==> config.mk <==
export PLATFORM = sky130hd
export DESIGN_NAME = posit_dot_sequencer
export DESIGN_NICKNAME = d
export VERILOG_FILES = /design/src/rtl/posit_seq_pkg.sv /design/src/rtl/posit_pair_fifo.sv /design/src/rtl/posit_dot_sequencer.sv
export SDC_FILE = /design/constraint.sdc
export NUM_CORES = 1
export LEC_CHECK = 0
export ABC_AREA = 1
export CORE_MARGIN = 2
export CORE_UTILIZATION = 59
export CTS_BUF_LIST = sky130_fd_sc_hd__clkbuf_2
export DETAILED_ROUTE_END_ITERATION = 16
export PLACE_DENSITY = 0.94
export SLEW_MARGIN = 5
export SYNTH_ARGS = -nofsm -noshare
export SYNTH_HDL_FRONTEND = slang
export SYNTH_HIERARCHICAL = 1
export SYNTH_SLANG_ARGS = --single-unit
==> constraint.sdc <==
create_clock -name clk -period 5.34 [get_ports clk]
set_input_delay 1.068 -clock clk [delete_from_list [all_inputs] [get_ports clk]]
set_output_delay 1.068 -clock clk [all_outputs]
set_load 0.01 [all_outputs]
==> src/rtl/posit_seq_pkg.sv <==
// Shared types and constants for the posit dot-product sequencer.
`default_nettype none

package posit_seq_pkg;

  typedef enum logic [1:0] {
    ST_IDLE = 2'd0,
    ST_RUN  = 2'd1,
    ST_DONE = 2'd2
  } seq_state_e;

  localparam logic [7:0] POSIT_NAR  = 8'h80;
  localparam logic [7:0] POSIT_ZERO = 8'h00;
  localparam int         PAIR_W     = 16;

endpackage

`default_nettype wire

==> src/rtl/posit_pair_fifo.sv <==
// Operand-pair FIFO: power-of-two depth, wrapping pointers, full-width occupancy count.
`default_nettype none

module posit_pair_fifo #(
  parameter int DEPTH = 4,
  parameter int WIDTH = 16
) (
  input  logic                     clk,
  input  logic                     rst_n,
  input  logic                     push,
  input  logic [WIDTH-1:0]         wdata,
  input  logic                     pop,
  output logic [WIDTH-1:0]         rdata,
  output logic                     full,
  output logic                     empty,
  output logic [$clog2(DEPTH):0]   count
);

  localparam int PTR_W = $clog2(DEPTH);

  logic [WIDTH-1:0] mem_q [DEPTH];
  logic [PTR_W-1:0] wr_ptr_q, wr_ptr_d;
  logic [PTR_W-1:0] rd_ptr_q, rd_ptr_d;
  logic [PTR_W:0]   count_q, count_d;
  logic             do_push;
  logic             do_pop;

  assign full    = (count_q == (PTR_W+1)'(DEPTH));
  assign empty   = (count_q == '0);
  assign count   = count_q;
  assign rdata   = mem_q[rd_ptr_q];
  assign do_push = push && !full;
  assign do_pop  = pop && !empty;

  // Pointers rely on DEPTH being a power of two for modulo wrap.
  always_comb begin
    wr_ptr_d = wr_ptr_q;
    rd_ptr_d = rd_ptr_q;
    count_d  = count_q;
    if (do_push) wr_ptr_d = wr_ptr_q + PTR_W'(1);
    if (do_pop)  rd_ptr_d = rd_ptr_q + PTR_W'(1);
    case ({do_push, do_pop})
      2'b10:   count_d = count_q + (PTR_W+1)'(1);
      2'b01:   count_d = count_q - (PTR_W+1)'(1);
      default: count_d = count_q;
    endcase
  end

  always_ff @(posedge clk or negedge rst_n) begin
    if (!rst_n) begin
      wr_ptr_q <= '0;
      rd_ptr_q <= '0;
      count_q  <= '0;
    end else begin
      wr_ptr_q <= wr_ptr_d;
      rd_ptr_q <= rd_ptr_d;
      count_q  <= count_d;
    end
  end

  always_ff @(posedge clk) begin
    if (do_push) mem_q[wr_ptr_q] <= wdata;
  end

endmodule

`default_nettype wire

==> src/rtl/posit_dot_sequencer.sv <==
// Sequences buffered posit operand pairs through an external a*b+c MAC
// to accumulate a dot product of a requested length.
`default_nettype none

module posit_dot_sequencer
  import posit_seq_pkg::*;
#(
  parameter int DEPTH = 4,
  parameter int LEN_W = 8
) (
  input  logic             clk,
  input  logic             rst_n,
  input  logic             start,
  input  logic [LEN_W-1:0] len,
  input  logic             in_valid,
  output logic             in_ready,
  input  logic [7:0]       in_a,
  input  logic [7:0]       in_b,
  output logic [7:0]       mac_a,
  output logic [7:0]       mac_b,
  output logic [7:0]       mac_c,
  input  logic [7:0]       mac_res,
  output logic             out_valid,
  input  logic             out_ready,
  output logic [7:0]       out_data,
  output logic             busy,
  output logic             nar
);

  localparam int CNT_W = $clog2(DEPTH) + 1;

  seq_state_e        state_q, state_d;
  logic [7:0]        acc_q, acc_d;
  logic [LEN_W-1:0]  remaining_q, remaining_d;
  logic              nar_q, nar_d;

  logic              fifo_pop;
  logic              fifo_full;
  logic              fifo_empty;
  logic [CNT_W-1:0]  fifo_count;
  logic [PAIR_W-1:0] fifo_head;

  posit_pair_fifo #(
    .DEPTH (DEPTH),
    .WIDTH (PAIR_W)
  ) u_pair_fifo (
    .clk   (clk),
    .rst_n (rst_n),
    .push  (in_valid),
    .wdata ({in_a, in_b}),
    .pop   (fifo_pop),
    .rdata (fifo_head),
    .full  (fifo_full),
    .empty (fifo_empty),
    .count (fifo_count)
  );

  // Raw memory head is undefined when empty; present zero operands instead.
  assign mac_a     = fifo_empty ? POSIT_ZERO : fifo_head[15:8];
  assign mac_b     = fifo_empty ? POSIT_ZERO : fifo_head[7:0];
  assign mac_c     = acc_q;
  assign in_ready  = !fifo_full;
  assign out_valid = (state_q == ST_DONE);
  assign out_data  = acc_q;
  assign busy      = (state_q != ST_IDLE);
  assign nar       = nar_q;

  always_comb begin
    state_d     = state_q;
    acc_d       = acc_q;
    remaining_d = remaining_q;
    nar_d       = nar_q;
    fifo_pop    = 1'b0;
    case (state_q)
      ST_IDLE: begin
        if (start) begin
          acc_d       = POSIT_ZERO;
          nar_d       = 1'b0;
          remaining_d = len;
          state_d     = (len != '0) ? ST_RUN : ST_DONE;
        end
      end
      ST_RUN: begin
        if (fifo_count != '0) begin
          fifo_pop    = 1'b1;
          acc_d       = mac_res;
          remaining_d = remaining_q - LEN_W'(1);
          if (mac_res == POSIT_NAR) nar_d = 1'b1;
          if (remaining_q == LEN_W'(1)) state_d = ST_DONE;
        end
      end
      ST_DONE: begin
        if (out_ready) state_d = ST_IDLE;
      end
      default: state_d = ST_IDLE;
    endcase
  end

  always_ff @(posedge clk or negedge rst_n) begin
    if (!rst_n) begin
      state_q     <= ST_IDLE;
      acc_q       <= POSIT_ZERO;
      remaining_q <= '0;
      nar_q       <= 1'b0;
    end else begin
      state_q     <= state_d;
      acc_q       <= acc_d;
      remaining_q <= remaining_d;
      nar_q       <= nar_d;
    end
  end

endmodule

`default_nettype wire

==> run metrics, run 1 <==
period utilization=between 70 and 80%; P_int=about 1700 µW; sequential area share after synthesis=approximately 60%; die area=between 8000 and 9000 µm²; grt ovf=0; vias in the first global route=approximately 3200; worst slew pin tran=around 0.98 ns; Die Y=roughly 90 µm; max-cap violations=0; GRT Total Usage=between 20% and 30%; Worst-Skew Late Latency=approximately 0.53 ns; Core ar.=slightly above 7000 µm²; Syn Inst Count=around 460; post-synthesis net count=around 500; status=completed; sequential share of power=between 30% and 40%; RSZ-0062 raised after global routing=false; Die Width=between 90 and 100 µm; Routed WL=~9000 µm; I/O Pins=between 70 and 80; CTS tree=yes; clock buffer depth=2; CTS Hold Bufs=0; # fillers=about 540; R2R setup slack=approximately 3.1 ns; TritonCTS Buffers=9; Post-route DRC=0; Fmax achieved=262 MHz; postcts setup bufs=0; sw frac=between 40% and 50%; fin. max-slew vios=0; crit path capture type=primary output; final clock skew=0.0207 ns; Synth Area per Inst=9.47 µm²; clock share of power=a little under an eighth; Setup CP Type=register to primary output; Worst Path Arrival=around 2.8 ns; Mapped Area=roughly 4400 µm²; CTS clk-pin slew, worst paths=between 0.2 and 0.25 ns; logic gate share of total power=approximately half; Cell variety after synth=23; Initial Utilization=about three fifths; Lkg Pwr=about 0.0024 µW; Reg2Reg Launch Point=state_q[0]$_DFFE_PN0P_; Hold Crit Start=nar$_DFFE_PN0P_; largest net degree at the start of global routing=66; commonest non-fill, non-tap cell in the layout=nand2_1; commonest non-fill, non-tap cells in the layout=nand2_1, inv_1, clkdlybuf4s50_1; Tmin final=around 3.8 ns; Final nets=around 570; root buffer cell=clkbuf_2; Synth warnings=6; Peak VDD IR=approximately 0.4 mV; flops & latches, synth=90; cts repair resizes=0; Port Buffers=around 70; switching power total=about 1200 µW; dpl hpwl=approximately 6300 µm; CTS H-tree lvls=3; Startpoint Class=register; Layout area overhead=18.8%; Setup TNS Final=0 ns; Final GP Congestion=around 0.85; Hold Crit Class=register to register; worst r2r dst=u_pair_fifo/count[1]$_DFFE_PN0P_; WHS Endpoint=nar$_DFFE_PN0P_; Row Count=31; max_slew headroom=between 30% and 40%; CTS sink cnt=90; Worst Reg-to-Reg Cells=11; pwr/cell area=about 550 nW/µm²; layout cells sized above 1=approximately 5.8%; wire length per cell=14.2 µm; CP Max Fanout=65; 1st-pass router iterations=4; initial antenna violation count=0; antenna cell count=0; Final ANT Viol Nets=0; first-pass GRT wire length=14700 µm; hold path depth=2; Fin. Hold Viols=0; final total power=2880 µW; final setup vio count=0; Starting DRT DRC Count=135; Vias=~3300; CP required=around 4.3 ns; via density per instance=between 5 and 6
==> metal layers <==
| metal | vias to the layer above | track usage, % | wire (µm) |
|---|---|---|---|
| met4 | 0 | 9.74 | 197 |
| li1 | 1594 | - | - |
| met5 | - | 0 | 0 |
| met1 | 1546 | 27.9 | 3600 |
| met3 | 24 | 3.27 | 476 |
| met2 | 112 | 40.8 | 4670 |
==> worst max path at each step <==
stage	start	to
global placement	start	u_pair_fifo/count[2]$_DFFE_PN0P_
floorplan	start	u_pair_fifo/count[2]$_DFFE_PN0P_
detailed placement	u_pair_fifo/rd_ptr_q[0]$_DFFE_PN0P_	mac_a[0]
global route	u_pair_fifo/rd_ptr_q[0]$_DFFE_PN0P_	mac_b[7]
finish	u_pair_fifo/rd_ptr_q[0]$_DFFE_PN0P_	mac_a[0]
CTS	u_pair_fifo/rd_ptr_q[0]$_DFFE_PN0P_	mac_a[0]
==> cell type report <==
class                   count  area, µm²  share of cell area (%)
inverters                  90        338                    6.51
clock inverters             5       55.1                    1.06
well taps                  99        124                    2.39
flip-flops and latches     90       2570                    49.6
repair buffers             77        758                    14.6
multi-input cells         260       1280                    24.8
clock buffers              11       55.1                    1.06
==> synth_stat cells (all sizes together) <==
library cell / instances / area share, %
fa: 1 / 0.46
o21ai: 13 / 1.5
inv: 90 / 7.7
nand2: 128 / 11
clkbuf: 3 / 0.26
ha: 7 / 2.0
dfrtp: 26 / 15
a21oi: 1 / 0.11
nand3: 22 / 3.1
nand4: 3 / 0.43
buf: 18 / 3.6
nor3: 1 / 0.11
edfxtp: 64 / 44
nor2: 51 / 4.8
o211ai: 32 / 5.7
xnor2: 1 / 0.20
==> power by group through the flow <==
| stage | Clock (µW) | Combinational (µW) | Sequential, µW |
|---|---|---|---|
| detailed placement | 0 | 1470 | 1100 |
| global placement | 0 | 1390 | 1090 |
| finish | 329 | 1460 | 1090 |
| floorplan | 0 | 992 | 1060 |
| CTS | 337 | 1470 | 1090 |
| global route | 362 | 1640 | 1110 |
==> through the flow <==
stage	std cells	area, µm²	worst slack, ns	hold WS (ns)	util (%)
after floorplan	461	4360	2.83	0.464	-
after global placement	616	5080	2.27	0.465	70.4
after detailed placement	616	5080	2.15	0.478	70.4
after CTS	632	5190	1.49	0.531	71.9
after global routing	632	5190	1.30	0.574	71.9
final	632	5190	1.52	0.527	71.9
==> flip-flops by register name, indices dropped and copies added, names as in the netlist <==
signal / count
u_pair_fifo/mem_q: 64
u_pair_fifo/rd_ptr_q: 2
mac_c: 8
remaining_q: 8
state_q: 2
u_pair_fifo/wr_ptr_q: 2
u_pair_fifo/count: 3
nar: 1
==> critical path: stages, from the launching register on <==
cell             delay (ns)
dfrtp_1                0.47
inv_2                  0.72
o211ai_1               0.18
nand2_1                0.13
inv_1                  0.04
nor2_1                 0.11
clkdlybuf4s50_1        0.56
==> logic make-up after synthesis <==
family,count (synthesis),synth area share [%]
AO/OA/AOI/OAI,46,7.34
XOR/XNOR,1,0.201
adder cells (fa/ha/maj),8,2.47
buffers and inverters,111,11.6
flip-flops,90,58.9
AND/OR/NAND/NOR,205,19.4
Power figures use the tool's default switching activity.
==> inputs of run 2 (changes only) <==
--- a/config.mk
+++ b/config.mk
@@ -7,10 +7,10 @@
 export LEC_CHECK = 0
 export ABC_AREA = 1
 export CORE_MARGIN = 2
-export CORE_UTILIZATION = 59
+export CORE_UTILIZATION = 50
 export CTS_BUF_LIST = sky130_fd_sc_hd__clkbuf_2
 export DETAILED_ROUTE_END_ITERATION = 16
-export PLACE_DENSITY = 0.94
+export PLACE_DENSITY = 0.86
 export SLEW_MARGIN = 5
 export SYNTH_ARGS = -nofsm -noshare
 export SYNTH_HDL_FRONTEND = slang
==> constraint.sdc (replaced) <==
create_clock -name clk -period 3.3 [get_ports clk]
set_input_delay 0.66 -clock clk [delete_from_list [all_inputs] [get_ports clk]]
set_output_delay 0.66 -clock clk [all_outputs]
set_load 0.01 [all_outputs]
==> run metrics, run 2 (synthesis results as in run 1) <==
worst slew pin tran=0.369 ns (-0.606 ns); Final GP Congestion=0.912 (+7.3%); Tmin final=3.02 ns; Fmax achieved=331 MHz; max-cap violations=0 (unchanged); grt ovf=0 (unchanged); Setup TNS Final=0 ns (unchanged); Lkg Pwr=0.00238 µW (+0.15%); clock buffer depth=2 (unchanged); Row Count=34 (+9.7%); Final nets=576 (+0.52%); final clock skew=0.0227 ns (+0.00206 ns); Routed WL=8500 µm (-4.9%); Die Width=97.4 µm (+8.2%); Vias=3220 (-1.7%); max_slew headroom=75.3% (+40 points); CP Cell Sequence=inv_2 -> o211ai_1 -> nand2_1 -> inv_1 -> nor2_1 -> clkdlybuf4s50_1; CTS clk-pin slew, worst paths=0.24 ns (about the same); largest net degree at the start of global routing=65 (-1.5%); fin. max-slew vios=0 (unchanged); pwr/cell area=886 nW/µm² (+60%); Hold Crit Class=input pin to async pin; Die Y=97.4 µm (+8.2%); Initial Utilization=50.8% (-9.7 points); GRT Total Usage=18.5% (-4.4 points); CP Max Fanout=17 (-74%); antenna cell count=0 (unchanged); PnR worst setup slack=0.277 ns (-1.24 ns); CTS tree=yes; Worst Path Buf+Inv=3 (unchanged); Layout area overhead=19.9%; post-place setup slack=0.493 ns (-1.65 ns); I/O Pins=73 (unchanged); Startpoint Class=register; Peak VDD IR=0.410 mV (+2.3%); Setup CP Type=register to primary output; layout cells sized above 1=6.72% (+0.90 points); die area=9490 µm² (+17%); CTS H-tree lvls=3 (unchanged); Worst Path Arrival=2.36 ns (-0.39 ns); Starting DRT DRC Count=201 (+49%); 1st-pass router iterations=4 (unchanged); family with the most delay on the worst path=buffers and inverters; TritonCTS Buffers=9 (unchanged); commonest non-fill, non-tap cells in the layout=nand2_1, inv_1, clkdlybuf4s50_1; RSZ-0062 raised after global routing=false; crit path capture type=primary output; vias in the first global route=3081 (-3.0%); period utilization=a little over 90%; Core ar.=8590 µm² (+19%); Final ANT Viol Nets=0 (unchanged); root buffer cell=clkbuf_2; crit-path max cell delay=0.55 ns (-0.17 ns); status=completed; initial antenna violation count=0 (unchanged); dpl hpwl=5860 µm (-7.1%); Fin. Hold Viols=0 (unchanged); via density per instance=5.00 (-3.5%); commonest non-fill, non-tap cell in the layout=nand2_1; WHS=0.439 ns (-0.0877 ns); CTS sink cnt=90 (unchanged); Post-route DRC=0 (unchanged); Port Buffers=72 (unchanged); Worst-Skew Late Latency=0.54 ns (about the same); slowest cell on the critical path=clkdlybuf4s50_1; final setup vio count=0 (unchanged); CP required=2.64 ns (-1.63 ns); first-pass GRT wire length=14000 µm (-5.0%); max reg flops=64 (unchanged); CTS Hold Bufs=0 (unchanged); wire length per cell=13.2 µm (-6.7%); Largest Register=u_pair_fifo/mem_q
[run 2: area by class of cell]
type	instances	area, µm²
fill	697	3360
sequential	90	2570
multi-input combinational	260	1280
timing repair buffer	80	806
inverter	90	342
tap	108	135
clock buffer	10	50.0
clock inverter	6	42.5
[run 2: worst reg2reg max path, stage by stage, from the launching register on]
cell and delay, ns:
dfrtp_1 0.54, inv_2 0.10, nor2_8 0.18, nand3_1 0.15, inv_2 0.17, nand2_1 0.09, inv_1 0.08, ha_1 0.16
inv_1 0.07, fa_1 0.38, nand2_1 0.11, nand3_1 0.08, nand2_1 0.07, nand2_1 0.06
[run 2: final timing paths]
path	cells after the start	start	slack [ns]	endpoint
setup / recovery	6	u_pair_fifo/rd_ptr_q[1]$_DFFE_PN0P_	0.28	mac_a[6]
hold / removal	2	rst_n	0.44	mac_c[5]$_DFFE_PN0P_
setup reg to reg	13	state_q[0]$_DFFE_PN0P_	0.97	u_pair_fifo/count[2]$_DFFE_PN0P_
hold reg to reg	1	u_pair_fifo/count[0]$_DFFE_PN0P_	0.54	u_pair_fifo/count[0]$_DFFE_PN0P_
max in group asynchronous	2	rst_n	2.59	u_pair_fifo/rd_ptr_q[1]$_DFFE_PN0P_
min in group clk	1	u_pair_fifo/count[0]$_DFFE_PN0P_	0.54	u_pair_fifo/count[0]$_DFFE_PN0P_
[run 2: stage by stage]
step / total power (µW) / util [%] / std cells / area (µm²)
2_1_floorplan: 3330 / - / 461 / 4360
3_3_place_gp: 4060 / 59.5 / 627 / 5110
3_5_place_dp: 4170 / 59.5 / 627 / 5110
4_1_cts: 4640 / 60.6 / 643 / 5210
5_1_grt: 5040 / 60.9 / 644 / 5230
6_report: 4640 / 60.9 / 644 / 5230
[run 2: what timing repair did]
action,in CTS,in global routing
gates resized for setup,0,1
buffers inserted,0,1
setup endpoints to repair,0,1
[run 2: power breakdown]
| part | leakage [µW] | internal (µW) | switching, µW | total, µW |
|---|---|---|---|---|
| registers | 0.000907 | 1540 | 195 | 1730 |
| clock network | 0.0000583 | 103 | 367 | 471 |
| logic | 0.00141 | 1050 | 1390 | 2430 |
| total | 0.00238 | 2690 | 1950 | 4640 |
[run 2: routing by layer]
metal / track usage (%) / vias up / share of wire, %
li1: - / 1601 / -
met1: 22.7 / 1482 / 41
met2: 31.4 / 122 / 50
met3: 5.25 / 15 / 6.4
met4: 6.73 / 0 / 1.8
met5: 0 / - / 0
